==> config.mk <==
export PLATFORM = sky130hd
export DESIGN_NAME = m_uart_hex_tx_flat
export DESIGN_NICKNAME = d
export VERILOG_FILES = /design/src/rtl/m_uart_hex_tx_if.sv /design/src/rtl/m_uart_hex_tx.sv /design/src/flat_wrapper.sv
export SDC_FILE = /design/constraint.sdc
export NUM_CORES = 1
export LEC_CHECK = 0
export CAP_MARGIN = 30
export CORE_ASPECT_RATIO = 1.1
export CORE_UTILIZATION = 53
export DETAILED_ROUTE_END_ITERATION = 12
export HOLD_SLACK_MARGIN = 0.12
export PLACE_DENSITY_LB_ADDON = 0.05
export SLEW_MARGIN = 20
export SYNTH_ARGS = -nofsm -noshare
export SYNTH_HDL_FRONTEND = slang
export SYNTH_SLANG_ARGS = --single-unit
==> constraint.sdc <==
create_clock -name CLK -period 4.32 [get_ports CLK]
set_clock_uncertainty 0.1 [all_clocks]
set_input_delay 0.864 -clock CLK [delete_from_list [all_inputs] [get_ports CLK]]
set_output_delay 0.864 -clock CLK [all_outputs]
set_load 0.02 [all_outputs]
==> src/rtl/m_uart_hex_tx_if.sv <==
// ----------------------------------------------------------------------------
// m_uart_hex_tx_if : word handshake and transmitter VALID/DIN/BUSY bundle
// Rev 1.0
// ----------------------------------------------------------------------------
`default_nettype none

interface m_uart_hex_tx_if #(
  parameter int NIBBLES = 8
);
  logic                   VALID;
  logic [4*NIBBLES-1:0]   DIN;
  logic                   READY;
  logic                   TX_VALID;
  logic [7:0]             TX_DATA;
  logic                   TX_BUSY;

  // master = word source plus byte transmitter; slave = the hex renderer
  modport master (
    output VALID, DIN, TX_BUSY,
    input  READY, TX_VALID, TX_DATA
  );

  modport slave (
    input  VALID, DIN, TX_BUSY,
    output READY, TX_VALID, TX_DATA
  );
endinterface

`default_nettype wire

==> src/rtl/m_uart_hex_tx.sv <==
// ----------------------------------------------------------------------------
// m_uart_hex_tx : renders a word as uppercase ASCII hex (+ optional CR LF)
// Rev 1.0
// ----------------------------------------------------------------------------
`default_nettype none

module m_uart_hex_tx #(
  parameter int NIBBLES = 8,
  parameter int NEWLINE = 1
) (
  input  wire logic        CLK,
  input  wire logic        RST,
  m_uart_hex_tx_if.slave   bus
);

  localparam int c_LEN = NIBBLES + 2 * NEWLINE;
  localparam int c_CW  = $clog2(c_LEN + 1);
  localparam int c_DW  = 4 * NIBBLES;

  localparam logic [c_CW-1:0] c_LEN_V = c_CW'(c_LEN);
  localparam logic [c_CW-1:0] c_NIB_V = c_CW'(NIBBLES);
  localparam logic [c_CW-1:0] c_ONE   = c_CW'(1);

  typedef enum logic [1:0] {
    S_IDLE = 2'd0,
    S_WAIT = 2'd1,
    S_SEND = 2'd2
  } t_state;

  t_state            r_state;
  logic [c_CW-1:0]   r_cnt;
  logic [c_DW-1:0]   r_shift;
  logic              r_ready;
  logic              r_tx_valid;
  logic [7:0]        r_tx_data;
  logic [7:0]        w_char;

  function automatic logic [7:0] f_hex(input logic [3:0] n);
    return (n <= 4'd9) ? (8'h30 + {4'h0, n}) : (8'h37 + {4'h0, n});
  endfunction

  // Digits come from the top nibble of the shift register; CR then LF follow.
  always_comb begin
    w_char = 8'h0A;
    if (r_cnt < c_NIB_V) begin
      w_char = f_hex(r_shift[c_DW-1 -: 4]);
    end else if (r_cnt == c_NIB_V) begin
      w_char = 8'h0D;
    end
  end

  always_ff @(posedge CLK) begin
    if (RST) begin
      r_state    <= S_IDLE;
      r_cnt      <= '0;
      r_shift    <= '0;
      r_ready    <= 1'b1;
      r_tx_valid <= 1'b0;
      r_tx_data  <= 8'h00;
    end else begin
      r_tx_valid <= 1'b0;
      case (r_state)
        S_IDLE: begin
          if (bus.VALID) begin
            r_shift <= bus.DIN;
            r_cnt   <= '0;
            r_ready <= 1'b0;
            r_state <= S_WAIT;
          end
        end
        S_WAIT: begin
          if (!bus.TX_BUSY) begin
            if (r_cnt < c_LEN_V) begin
              r_tx_data  <= w_char;
              r_tx_valid <= 1'b1;
              r_state    <= S_SEND;
            end else begin
              r_ready <= 1'b1;
              r_state <= S_IDLE;
            end
          end
        end
        S_SEND: begin
          r_cnt <= r_cnt + c_ONE;
          if (r_cnt < c_NIB_V) begin
            r_shift <= r_shift << 4;
          end
          r_state <= S_WAIT;
        end
        default: r_state <= S_IDLE;
      endcase
    end
  end

  assign bus.READY    = r_ready;
  assign bus.TX_VALID = r_tx_valid;
  assign bus.TX_DATA  = r_tx_data;

endmodule

`default_nettype wire

==> src/flat_wrapper.sv <==
// flat-port wrapper written by rule: the top's interface ports become plain ports
module m_uart_hex_tx_flat 
#(
  parameter int NIBBLES = 8,
  parameter int NEWLINE = 1
)
  (CLK, RST, bus_VALID, bus_DIN, bus_TX_BUSY, bus_READY, bus_TX_VALID, bus_TX_DATA);
  m_uart_hex_tx_if #(.NIBBLES(NIBBLES)) bus_i ();
  input  wire logic CLK;
  input  wire logic RST;
  input wire logic [$bits(bus_i.VALID)-1:0] bus_VALID;
  input wire logic [$bits(bus_i.DIN)-1:0] bus_DIN;
  input wire logic [$bits(bus_i.TX_BUSY)-1:0] bus_TX_BUSY;
  output wire logic [$bits(bus_i.READY)-1:0] bus_READY;
  output wire logic [$bits(bus_i.TX_VALID)-1:0] bus_TX_VALID;
  output wire logic [$bits(bus_i.TX_DATA)-1:0] bus_TX_DATA;
  assign bus_i.VALID = bus_VALID;
  assign bus_i.DIN = bus_DIN;
  assign bus_i.TX_BUSY = bus_TX_BUSY;
  assign bus_READY = bus_i.READY;
  assign bus_TX_VALID = bus_i.TX_VALID;
  assign bus_TX_DATA = bus_i.TX_DATA;
  m_uart_hex_tx #(.NIBBLES(NIBBLES), .NEWLINE(NEWLINE)) u_core (.CLK(CLK), .RST(RST), .bus(bus_i));
endmodule
; Word-level counts from Yosys, hierarchy flattened
; Cells that the tools add are included.
[totals]
register_bits = 48
in_bits = 36
out_inout_bits = 10
word_cells = 47
[classes]
add_sub_neg = 3
magnitude_cmp = 3
eq_ne = 7
n_mux = 17
n_bitwise = 2
n_reduce_logical = 9
[op_table]
columns = cell, count
row1 = $mux W32, 2
row2 = $pmux W32 S2, 1
row3 = $mux W8, 2
row4 = $add A6 B4 Y7 const A, 2
row5 = $lt A4 B4 Y1 const B, 2
row6 = $pmux W4 S2, 1
row7 = $mux W2, 3
row8 = $ne A2 B2 Y1 const B, 3
row9 = $pmux W2 S3, 1
row10 = $reduce_and A3 Y1, 2
row11 = $add A4 B1 Y4 const B, 1
row12 = $eq A4 B4 Y1 const B, 1
row13 = $le A4 B4 Y1 const B, 1
row14 = $mux W1, 4
row15 = $mux W4, 1
row16 = $reduce_and A2 Y1, 2
row17 = $reduce_and A4 Y1, 1
row18 = $reduce_bool A2 Y1, 2
row19 = $mux W3, 1
row20 = $reduce_or A3 Y1, 1
row21 = $eq A2 B1 Y1 const B, 1
row22 = $eq A2 B2 Y1 const B, 1
row23 = $logic_not A2 Y1, 1
row24 = $ne A2 B1 Y1 const B, 1
row25 = other kinds (2), 3

; Longest topological paths before layout
[logic_depth]
depth_word = 4
ltp_mapped = 7
ltp_nobuf = 6

; Least setup slack after synthesis
; OpenSTA, ideal clock, no wires.
[synth_path]
path_type = input to register
startpoint = input bus_TX_BUSY
endpoint = register u_core.r_tx_data[6], in the netlist u_core.bus.TX_DATA[6]
setup_time_ps = 71
arrival_time_ps = 1867
required_time_ps = 4149
path_slack_ps = 2283
stages = 4
path_cell_list = or3b_4 -> nand2b_4 -> or3_1 -> a21oi_1
[synth_between]
elab_chain_len = 2
[synth_lines]
columns = item, line
row1 = start: declaration, flat_wrapper.sv:13  ; input wire logic [$bits(bus_i.TX_BUSY)-1:0] bus_TX_BUSY;
row2 = $not A1 Y1 (no line), -
row3 = $reduce_and A3 Y1 (no line), -
row4 = end signal: assignment, m_uart_hex_tx.sv:74  ; r_tx_data <= w_char;
row5 = end: declaration, m_uart_hex_tx.sv:35  ; logic [7:0] r_tx_data;
; No other way between the ends.
; A chain may end at the register's enable or synchronous reset.

; Final worst setup path
[layout_path]
startpoint = input bus_VALID
endpoint = register u_core.r_shift[15]
[layout_between]
elab_chain_len = 2
[layout_lines]
columns = item, line
row1 = start: declaration, flat_wrapper.sv:11  ; input wire logic [$bits(bus_i.VALID)-1:0] bus_VALID;
row2 = $ne A2 B2 Y1 (no line), -
row3 = $reduce_and A3 Y1 (no line), -
row4 = end signal: assignment, m_uart_hex_tx.sv:65  ; r_shift <= bus.DIN;
row5 = end signal: assignment, m_uart_hex_tx.sv:86  ; r_shift <= r_shift << 4;
row6 = end: declaration, m_uart_hex_tx.sv:32  ; logic [c_DW-1:0] r_shift;
; No other way between the ends.

==> metrics.txt <==
status=completed; crit path DAT=about 2700 ps; postcts setup bufs=0; # hold bufs at CTS=0; WP data required=approximately 4400 ps; area of the mapped netlist=roughly 2100 um2; DRT Wirelength=just over 4 mm; ratio of cells with drive above 1 in the final layout=approximately 4.8%; unrepaired setup endpoints after global routing=no; reg2reg setup slack=roughly 2300 ps; Clock Pin Slew Worst Setup and Hold Paths=around 80 ps; antenna cell count=0; CP Launch Type=input port; Crit Path Max Fanout=40; Tightest Hold Check Type=reg2reg; Root Driver=clkbuf_8; ANT nets after route=0; vias in the first global route=1625; maxcap violations=0; CTS buffer count=5; CP Capture Type=register; top-area cell type share of the netlist area=between 40% and 50%; clock power share=~27%; Layout Utilization=a little over two thirds; Crit-path slowest cell=clkdlybuf4s50_1; post_cts resized=0; final hold violation count=0; Peak Freq=slightly below 400 MHz; area of the multi-input gates=just over 1000 um2; post-layout min period=around 2600 ps; Clock Sink Count=47; Tightest Pin Transition=809 ps; leakage=around 1 nW; Final Setup Violations=0; DRT Pass-1 Iters=4; largest net degree at the start of global routing=48; Power Dens Cells=around 340 nW/um2; switching pwr=around 230 uW; Reg area=around 940 um2; DR vias=1819; DRC Markers=0; DR iter-0 viols=148; Slew HR=between 40 and 50%; die height=between 60 and 70 um; Setup crit start=bus_VALID; placed insts=approximately 340; Distinct cells, synth=36; CP max stage delay=between 500 and 600 ps; GRT Overall Usage=approximately 23%; later-pin clock latency in the skew report=around 300 ps; dpl hpwl=2.77 mm; Final nets=332; worst path cell trace=clkdlybuf4s50_1 -> nand2b_1 -> a21oi_4 -> buf_4 -> nor2_1 -> a311oi_1; Die Span X=between 60 and 70 um; worst-case clock buffer depth=2; Slew Limit Fails=0; syn nets=approximately 300; logic gate share of total power=between 15 and 20%; fin crit share=between 50% and 60%; routed len/inst=12.0 um; Hold Startpoint=u_core.bus.TX_DATA[6]$_SDFFE_PP0P_; CTS tree=yes; Seq pwr share=between 50 and 60%; Internal=654 uW; area of the die=4160 um2; number of synthesized register bits=47; Final Cell Area=between 2000 and 3000 um2; post-route non-filler standard cell count=roughly 340; GPL Wtd Cong=between 0.8 and 0.9; Crit Path Class=in2reg; Mapped Cells=260; row cnt=23; Synth Warn #=0; grt total ovfl=0; first-pass GRT wire length=7.01 mm; DP Area=about 2500 um2; switching fraction of total power=around a quarter; Core ar.=between 3000 and 4000 um2; top cells by area, synth=dfxtp_1 (45%), a311oi_1 (13%), nand2_1 (11%); filler cell count=around 330; initial antenna violation count=0; Avg Cell Area, Syn=between 7 and 8 um2; sequential share of the synthesized area=between 40% and 50%; Layout area overhead=25.6%; H-tree depth=2; drt via density=~5.3; IO Pins=between 40 and 50; # port buffers=44; Setup TNS=0 ps; VDD IR max=between 200 and 250 uV; cell taking the most area after synthesis=dfxtp_1; Critical R2R Launch=u_core.r_cnt[3]$_SDFFE_PP0P_; Design Power=between 800 and 900 uW; initial core utilization=a little under three fifths
==> routing by layer <==
layer | global-route usage [%] | up-vias | part of all wire, %
met5 | 0 | - | 0
met4 | 8.33 | 0 | 1.8
met3 | 5.75 | 6 | 4.0
met2 | 37.4 | 37 | 47
met1 | 28.6 | 810 | 47
li1 | - | 966 | -
==> state kept, by name (all words and copies together), names as in the netlist <==
signal / flops
u_core.bus.READY: 1
u_core.r_state: 2
u_core.bus.TX_DATA: 7
u_core.bus.TX_VALID: 1
u_core.r_shift: 32
u_core.r_cnt: 4
==> synthesized netlist by cell type <==
| library cell | n |
|---|---|
| a211oi_1 | 3 |
| a21o_1 | 1 |
| a21oi_1 | 8 |
| a22oi_1 | 5 |
| a311oi_1 | 30 |
| and2b_1 | 1 |
| and3_1 | 1 |
| buf_1 | 3 |
| buf_2 | 4 |
| buf_4 | 2 |
| clkbuf_1 | 11 |
| clkbuf_2 | 1 |
| conb_1 | 1 |
| dfxtp_1 | 47 |
| ha_1 | 3 |
| inv_1 | 6 |
| mux2i_1 | 1 |
| nand2_1 | 62 |
| nand2b_1 | 4 |
| nand2b_4 | 1 |
| nand3_1 | 2 |
| nand3b_1 | 1 |
| nand4_1 | 1 |
| nor2_1 | 45 |
| nor2b_1 | 1 |
| nor3_1 | 3 |
| nor3b_1 | 1 |
| o211ai_1 | 1 |
| o21ai_0 | 2 |
| o21bai_1 | 2 |
| o221ai_1 | 1 |
| o311a_1 | 1 |
| or2_2 | 1 |
| or3_1 | 1 |
| or3b_4 | 1 |
| xor2_1 | 1 |
==> layout by cell type, fill, tap and decap left out, types with 2 or more instances in the layout <==
master,instances
nand2_1,62
dfxtp_1,47
nor2_1,45
clkdlybuf4s50_1,44
a311oi_1,30
a21oi_1,7
inv_1,6
a22oi_1,5
clkbuf_8,5
nor3_1,3
nand2b_1,3
a211oi_1,3
ha_1,3
o21ai_0,2
nand3_1,2
o21bai_1,2
buf_4,2
==> final cells by class <==
class	count	share of cell area [%]
Tap cell	50	2.41
Clock buffer	6	2.79
Inverter	6	0.867
Multi-Input combinational cell	186	39.6
Timing Repair Buffer	47	18.1
Sequential cell	47	36.2
==> final timing paths <==
check | depth (start not counted) | end
setup / recovery | 6 | u_core.r_shift[15]$_SDFFE_PP0P_
hold / removal | 2 | u_core.bus.TX_DATA[6]$_SDFFE_PP0P_
setup reg to reg | 5 | u_core.r_shift[15]$_SDFFE_PP0P_
hold reg to reg | 2 | u_core.bus.TX_DATA[6]$_SDFFE_PP0P_
==> stage by stage <==
stage	worst slack [ps]	hold slack, ps
final	1750	358
after floorplan	2280	355
after detailed placement	1450	350
after CTS	1770	361
after global routing	1560	401
after global placement	1530	342
==> critical path, delay by kind of cell <==
family	cells	cell delay (ps)
buf+inv	2	940
compound gates	2	660
simple gates	2	210
==> cell families after synthesis <==
family	synth area share [%]
DFF	45.5
adders and majority gates	1.82
other	0.181
xor gates and xnor gates	0.424
and+or+nand+nor	25.7
buffers and inverters	5.57
AOI/OAI and AO/OA	20.4
muxes	0.484
==> power by group through the flow <==
| stage | combinational [mW] | clock [mW] | sequential (mW) |
|---|---|---|---|
| floorplan | 0.0959 | 0 | 0.499 |
| global placement | 0.152 | 0 | 0.499 |
| CTS | 0.157 | 0.250 | 0.489 |
| detailed placement | 0.156 | 0 | 0.499 |
| global route | 0.177 | 0.263 | 0.494 |
| finish | 0.156 | 0.242 | 0.489 |
No activity file was read; power rests on OpenSTA's default activity.
